$ cat src/rtl/mem_wb_pkg.sv
// Shared definitions for the MEM->WB stage register: control-word bit positions,
// the packed entry layout at default widths, and an entry-width helper.
package mem_wb_pkg;

  localparam int unsigned REGWRITE  = 0;
  localparam int unsigned MEMTOREG  = 1;
  localparam int unsigned JMPLINK   = 2;
  localparam int unsigned FPWRITE   = 3;
  localparam int unsigned LOHIWRITE = 4;
  localparam int unsigned COMPARE   = 5;
  localparam int unsigned MEMWRITE  = 6;
  localparam int unsigned RMEMTOREG = 7;

  localparam int unsigned DefDataW = 64;
  localparam int unsigned DefRegAw = 5;
  localparam int unsigned DefCtrlW = 8;

  typedef struct packed {
    logic [DefDataW-1:0] mem_data;
    logic [DefDataW-1:0] alu_data;
    logic [DefRegAw-1:0] dst_reg;
    logic [DefRegAw-1:0] fp_dst_reg;
    logic [DefCtrlW-1:0] ctrl;
  } mem_wb_entry_t;

  // Flat width of {mem_data, alu_data, dst_reg, fp_dst_reg, ctrl} for any parameterisation.
  function automatic int unsigned entry_width(int unsigned data_w, int unsigned reg_aw,
                                              int unsigned ctrl_w);
    return 2 * data_w + 2 * reg_aw + ctrl_w;
  endfunction

endpackage

$ cat src/rtl/mem_wb_entry_reg.sv
// One valid bit plus payload. Clear drops the valid bit but keeps the payload;
// clear wins over load.
module mem_wb_entry_reg #(
  parameter int unsigned W = 8
) (
  input  logic         clk_i,
  input  logic         rst_ni,
  input  logic         clr_i,
  input  logic         load_i,
  input  logic [W-1:0] d_i,
  output logic         valid_o,
  output logic [W-1:0] q_o
);

  logic         valid_d, valid_q;
  logic [W-1:0] data_d, data_q;

  always_comb begin
    valid_d = valid_q;
    data_d  = data_q;
    if (clr_i) begin
      valid_d = 1'b0;
    end else if (load_i) begin
      valid_d = 1'b1;
      data_d  = d_i;
    end
  end

  always_ff @(posedge clk_i or negedge rst_ni) begin
    if (!rst_ni) begin
      valid_q <= 1'b0;
      data_q  <= '0;
    end else begin
      valid_q <= valid_d;
      data_q  <= data_d;
    end
  end

  assign valid_o = valid_q;
  assign q_o     = data_q;

endmodule

$ cat src/rtl/mem_wb_stage_reg.sv
// MEM->WB pipeline register with valid/ready handshake, optional 2-entry skid buffer,
// synchronous flush, writeback forwarding tap and a saturating stall counter.
module mem_wb_stage_reg
  import mem_wb_pkg::*;
#(
  parameter int unsigned DATA_W = 64,
  parameter int unsigned REG_AW = 5,
  parameter int unsigned CTRL_W = 8,
  parameter int unsigned SKID   = 1,
  parameter int unsigned CNT_W  = 16
) (
  input  logic              clk,
  input  logic              rst_n,
  input  logic              flush,
  input  logic              in_valid,
  output logic              in_ready,
  input  logic [DATA_W-1:0] in_mem_data,
  input  logic [DATA_W-1:0] in_alu_data,
  input  logic [REG_AW-1:0] in_dst_reg,
  input  logic [REG_AW-1:0] in_fp_dst_reg,
  input  logic [CTRL_W-1:0] in_ctrl,
  output logic              out_valid,
  input  logic              out_ready,
  output logic [DATA_W-1:0] out_mem_data,
  output logic [DATA_W-1:0] out_alu_data,
  output logic [REG_AW-1:0] out_dst_reg,
  output logic [REG_AW-1:0] out_fp_dst_reg,
  output logic [CTRL_W-1:0] out_ctrl,
  output logic              fwd_valid,
  output logic [REG_AW-1:0] fwd_reg,
  output logic              fwd_is_fp,
  output logic [DATA_W-1:0] fwd_data,
  output logic [CNT_W-1:0]  stall_cnt
);

  localparam int unsigned EW = entry_width(DATA_W, REG_AW, CTRL_W);

  logic [EW-1:0] in_entry, main_d, main_q;
  logic          main_valid, main_load, main_clr;
  logic          accept, retire;

  assign in_entry = {in_mem_data, in_alu_data, in_dst_reg, in_fp_dst_reg, in_ctrl};
  assign accept   = in_valid && in_ready;
  assign retire   = main_valid && out_ready;

  mem_wb_entry_reg #(.W(EW)) u_main (
    .clk_i  (clk),
    .rst_ni (rst_n),
    .clr_i  (main_clr),
    .load_i (main_load),
    .d_i    (main_d),
    .valid_o(main_valid),
    .q_o    (main_q)
  );

  if (SKID != 0) begin : g_skid
    logic          skid_valid, skid_load, skid_clr;
    logic [EW-1:0] skid_q;

    // skid_valid is a flop, so in_ready has no combinational path from out_ready.
    assign in_ready = !skid_valid;

    always_comb begin
      main_load = 1'b0;
      main_clr  = flush;
      main_d    = in_entry;
      skid_load = 1'b0;
      skid_clr  = flush;
      if (!flush) begin
        if (retire) begin
          if (skid_valid) begin
            main_load = 1'b1;
            main_d    = skid_q;
            skid_clr  = 1'b1;
          end else if (accept) begin
            main_load = 1'b1;
          end else begin
            main_clr = 1'b1;
          end
        end else if (accept) begin
          if (main_valid) skid_load = 1'b1;
          else            main_load = 1'b1;
        end
      end
    end

    mem_wb_entry_reg #(.W(EW)) u_skid (
      .clk_i  (clk),
      .rst_ni (rst_n),
      .clr_i  (skid_clr),
      .load_i (skid_load),
      .d_i    (in_entry),
      .valid_o(skid_valid),
      .q_o    (skid_q)
    );
  end else begin : g_flat
    assign in_ready = !main_valid || out_ready;

    always_comb begin
      main_d    = in_entry;
      main_clr  = flush || (retire && !accept);
      main_load = !flush && accept;
    end
  end

  assign out_valid = main_valid;
  assign {out_mem_data, out_alu_data, out_dst_reg, out_fp_dst_reg, out_ctrl} = main_q;

  assign fwd_is_fp = out_ctrl[FPWRITE];
  assign fwd_valid = main_valid && (out_ctrl[REGWRITE] || out_ctrl[FPWRITE]);
  assign fwd_reg   = fwd_is_fp ? out_fp_dst_reg : out_dst_reg;
  assign fwd_data  = out_ctrl[MEMTOREG] ? out_mem_data : out_alu_data;

  logic [CNT_W-1:0] stall_cnt_d, stall_cnt_q;

  always_comb begin
    stall_cnt_d = stall_cnt_q;
    if (main_valid && !out_ready && (stall_cnt_q != {CNT_W{1'b1}})) begin
      stall_cnt_d = stall_cnt_q + {{(CNT_W-1){1'b0}}, 1'b1};
    end
  end

  always_ff @(posedge clk or negedge rst_n) begin
    if (!rst_n) stall_cnt_q <= '0;
    else        stall_cnt_q <= stall_cnt_d;
  end

  assign stall_cnt = stall_cnt_q;

endmodule

$ cat config.mk
export PLATFORM = sky130hd
export DESIGN_NAME = mem_wb_stage_reg
export DESIGN_NICKNAME = d
export VERILOG_FILES = /design/src/rtl/mem_wb_pkg.sv /design/src/rtl/mem_wb_entry_reg.sv /design/src/rtl/mem_wb_stage_reg.sv
export SDC_FILE = /design/constraint.sdc
export NUM_CORES = 1
export LEC_CHECK = 0
export BUFFER_PORTS_ARGS = -buffer_cell sky130_fd_sc_hd__buf_2
export CELL_PAD_IN_SITES_DETAIL_PLACEMENT = 1
export CELL_PAD_IN_SITES_GLOBAL_PLACEMENT = 1
export CORE_MARGIN = 8
export CORE_UTILIZATION = 34
export DETAILED_ROUTE_END_ITERATION = 10
export PLACE_DENSITY_LB_ADDON = 0.1
export SYNTH_ARGS = -nofsm -noshare
export SYNTH_HDL_FRONTEND = slang
export SYNTH_SLANG_ARGS = --single-unit
$ cat constraint.sdc
create_clock -name clk -period 1.7 [get_ports clk]
set_input_delay 0.34 -clock clk [delete_from_list [all_inputs] [get_ports clk]]
set_output_delay 0.34 -clock clk [all_outputs]
set_load 0.01 [all_outputs]
# Word-level counts from Yosys, hierarchy flattened
# Cells that the tools add are included.
[totals]
word_cells = 47
out_inout_bits = 235
in_bits = 151
register_bits = 310
[classes]
reduce_logical = 12
muxes = 26
bitwise = 2
add_sub_neg = 1
n_eq_ne = 1
[op_table]
columns = ["operator", "n"]
rows = [
  ["$mux W146", 3],
  ["$mux W64", 1],
  ["$mux W1", 21],
  ["$add A16 B1 Y16 const B", 1],
  ["$ne A16 B16 Y1 const B", 1],
  ["$logic_and A1 B1 Y1", 5],
  ["$mux W5", 1],
  ["$reduce_and A2 Y1", 2],
  ["$reduce_bool A2 Y1", 2],
  ["$logic_not A1 Y1", 2],
  ["$not A1 Y1", 2],
  ["$logic_or A1 B1 Y1", 1],
]

# Depth between registers and ports, before layout
[depth]
word_depth = 8
mapped_depth = 7
depth_no_buf = 5

# Cells and area by module
# Synthesis repeated with hierarchy kept, for this count alone.
[unflattened]
hier_cells = 951
hier_area_um2 = 16485.8
[modules_own_cells]
columns = ["module", "instances", "cells_each", "seq_area_each_um2", "area_each_um2"]
rows = [
  ["mem_wb_entry_reg", 2, 312, 3678.5, 6180.9],
  ["mem_wb_stage_reg", 1, 327, 400.4, 4124.0],
]

# Worst setup path before layout
# Ideal clock, no wire load.
[synth_timing]
path_type = "register -> output"
startpoint = "reg u_main.data_q[1], in the netlist u_main.q_o[1]"
endpoint = "out fwd_data[14]"
stages_incl_launch_ff = 4
arrival_time_ns = 1.316
required_time_ns = 1.360
n_path_buf = 2
setup_slack_ns = 0.044
path_cell_list = "dfrtp_1 > clkbuf_1 > buf_2 > mux2_2"
[synth_between]
elab_chain_cells = 1
[synth_lines]
columns = ["item", "line_no", "rtl"]
rows = [
  ["start, declared", "mem_wb_entry_reg.sv:16", "logic [W-1:0] data_d, data_q;"],
  ["start signal, assigned", "mem_wb_entry_reg.sv:35", "data_q <= data_d;"],
  ["$mux W64", "mem_wb_stage_reg.sv:112", "assign fwd_data = out_ctrl[MEMTOREG] ? out_mem_data : out_alu_data;"],
  ["end, declared", "mem_wb_stage_reg.sv:32", "output logic [DATA_W-1:0] fwd_data,"],
]
# No other way between the ends.

# Worst setup path in the final report
[layout_timing]
startpoint = "reg u_main.data_q[1], in the netlist u_main.q_o[1]"
endpoint = "out fwd_data[0]"
# The elaborated chain is that of the path after synthesis.

==> impl_metrics.csv <==
group,metric,value,unit
power_and_ir_drop,powerDensity,1180,nW/µm²
global_route,antenna_found_initial,9,
placed_design,routabilityCongestion,0.752,
critical_path,ff2ff_setup_slack,-320,ps
critical_path,path_class,"flip-flop to output port",
clocking,clk_pin_slew_worst_paths,60,ps
min_path,hp-class,"input port to flip-flop",
global_route,grtUsageTotal,19.1,%
placed_design,io_buffer_count,385,
yosys,synth_area_per_cell,12.5,µm²
power_and_ir_drop,intPower,18.0,mW
status,outcome,"complete, but fails checks",
yosys,syn_nets,1258,
floorplan,die_w,218,µm
yosys,yosys_warnings,0,
status,violations,"negative setup slack",
cells_and_area,multi_input_area,7440,µm²
clocking,numCtsBuffers,37,
detailed_routing,vias,10885,
timing,fmax,0.479,GHz
timing,setup_viol,364,
clocking,htreeDepth,2,
power_and_ir_drop,seqPwrFrac,41.2,%
critical_path,endpoint_kind,"output port",
timing,hold_violations,0,
yosys,syn_area,13800,µm²
floorplan,ioPinCount,386,
floorplan,dieHeight,218,µm
yosys,ys_seq_elements,310,
cells_and_area,post-route-cell-area,21900,µm²
placed_design,placed_cell_area,16900,µm²
floorplan,core_area,40500,µm²
detailed_routing,final_antenna_net_count,0,
power_and_ir_drop,vdd_drop_max,584,µV
power_and_ir_drop,p_switching,7.74,mW
cells_and_area,layout_commonest_cell,"buf_2",
critical_path,arrival,1750,ps
cells_and_area,nFillCells,4062,
timing,rsz0062_at_grt,"true",
power_and_ir_drop,combPwrFrac,29.8,%
yosys,synthCells,1106,
detailed_routing,drt-initial-drc-count,332,
critical_path,crit_slowest_cell,"dfrtp_4",
job,drv_cap,0,
clocking,cts_tree,"yes",
timing,setup_slack,-387,ps
yosys,seq_area_frac_synth,56.2,%
cells_and_area,final_cell_mix,"340 x buf_2, 307 x dfrtp_1, 156 x mux2_4",
clocking,worstSkewPairLatency,510,ps
timing,slew_viol_final,0,
clocking,cts.sinks,310,
cells_and_area,register_area,7760,µm²
cells_and_area,areaGrowthSynthToFinish,58.5,%
timing,fin_crit_sh,123,%
timing,slew_headroom,71.0,%
clocking,cts-root-buf,"clkbuf_16",
cells_and_area,final_nets,1755,
power_and_ir_drop,p_clk_share,29.0,%
timing,fin_skew,10.2,ps
timing,worstMarginPinSlew,435,ps
floorplan,rows,74,
floorplan,dieArea,47300,µm²
power_and_ir_drop,cellLeakagePower,10.5,nW
global_route,grt_overflow,0,
critical_path,worstPathCellList,"buf_12 -> mux2_2 -> buf_2",
detailed_routing,drt-pass1-iter-count,5,
global_route,grt_max_degree,57,
timing,min_period,2090,ps
detailed_routing,wl_per_cell,23.6,µm
power_and_ir_drop,p_sw_share,30.0,%
critical_path,start_kind,"flip-flop",
critical_path,critPathMaxStageDelay,510,ps
clocking,clockBufferDepth,3,
cells_and_area,drive_above_1_share,64.1,%
detailed_routing,routed_wl,51.0,mm
yosys,ys_types,29,
placed_design,hpwlAfterDp,31.7,mm
global_route,grt_pass1_wl,71.5,mm
timing,tns,-79020,ps
detailed_routing,route.detailed.drc,0,
critical_path,cp_max_fo,16,
floorplan,start_util,34.1,%
critical_path,critical_path_required,1360,ps
detailed_routing,viasPerCell,5.04,
global_route,grt_pass1_vias,11573,
==> what timing repair did <==
action,in CTS,in global routing
endpoints found under the setup margin,215,361
hold endpoints to repair,30,0
pin swaps,3,2
hold buffers,1,0
cloned,19,35
setup buffers,27,9
resized for setup,227,416
==> sequential cells by signal, summed over array words and instances, names as in the netlist <==
register               count
g_skid.u_skid.q_o        146
g_skid.u_skid.valid_o      1
u_main.q_o               146
u_main.valid_o             1
stall_cnt                 16
==> cells in the mapped netlist (all sizes together) <==
cell,count,share of area (%)
dfrtp,310,56
mux2,217,18
a21oi,149,5.4
nor2,149,4.0
mux2i,146,11
buf,71,3.0
nand2,10,0.27
xor2,9,0.57
nand4,6,0.32
nor3,6,0.22
xnor2,4,0.25
a211oi,3,0.20
clkbuf,3,0.082
inv,3,0.082
nand3,3,0.11
nor4,3,0.14
and4,2,0.13
nand2b,2,0.091
nand4b,2,0.13
o21ai,2,0.072
a2111oi,1,0.063
and2b,1,0.054
ha,1,0.091
o21a,1,0.054
o41a,1,0.082
o41ai,1,0.12
==> routing by layer <==
metal / wire (µm) / track usage (%) / vias up
met5: 39 / 0 / -
met4: 918 / 4.64 / 6
met3: 2740 / 4.36 / 58
met2: 25300 / 31.0 / 256
met1: 22000 / 25.6 / 5651
li1: - / - / 4914
==> power by group through the flow <==
stage / clock (mW) / combinational, mW / sequential [mW]
after CTS: 7.70 / 6.56 / 10.3
after global routing: 7.94 / 8.25 / 10.8
after floorplan: 0 / 2.76 / 10.4
after global placement: 0 / 5.34 / 10.3
after detailed placement: 0 / 5.49 / 10.4
final: 7.47 / 7.68 / 10.6
==> through the flow <==
| step | power, mW | util, % | hold slack [ps] | std cells | setup slack (ps) |
|---|---|---|---|---|---|
| 2_1_floorplan | 13.1 | - | 44.4 | 1106 | 43.6 |
| 5_1_grt | 27.0 | 54.1 | 50.2 | 2157 | -452 |
| 4_1_cts | 24.6 | 48.9 | 43.6 | 2123 | -442 |
| 6_report | 25.8 | 54.1 | 72.7 | 2159 | -387 |
| 3_3_place_gp | 15.7 | 41.8 | 270 | 2020 | -52.5 |
| 3_5_place_dp | 15.9 | 41.8 | 276 | 2020 | -102 |
==> path summary, 6_finish.rpt <==
check | start | cells past startpoint | to
min in group asynchronous | rst_n | 2 | u_main.q_o[126]
worst max-delay path | u_main.q_o[1] | 3 | fwd_data[0]
max in group asynchronous | rst_n | 3 | stall_cnt[6]
worst min-delay path | in_alu_data[23] | 2 | g_skid.u_skid.q_o[41]
worst min register to register | g_skid.u_skid.q_o[30] | 1 | g_skid.u_skid.q_o[30]
worst max register to register | u_main.valid_o | 8 | u_main.q_o[57]
==> final cells by class <==
cell class / count / share of cell area (%)
inverters: 3 / 0.0515
well taps: 532 / 3.04
clock inverters: 4 / 0.320
flip-flops and latches: 310 / 35.5
clock buffers: 52 / 4.72
diodes: 7 / 0.0800
repair buffers: 532 / 22.3
multi-input cells: 719 / 34.0
==> logic make-up after synthesis <==
group                    synth area share [%]
AO/OA/AOI/OAI                            5.99
flip-flops                               56.2
buffers and inverters                    3.15
adder cells (fa/ha/maj)                0.0906
XOR/XNOR                                0.824
AND/OR/NAND/NOR                          5.50
multiplexers                             28.3
==> critical path, delay by kind of cell (launching register included) <==
kind	cells	cell delay, ps
buffers and inverters	2	340
muxes	1	370
DFF	1	510
(Power assumes the default switching activity.)
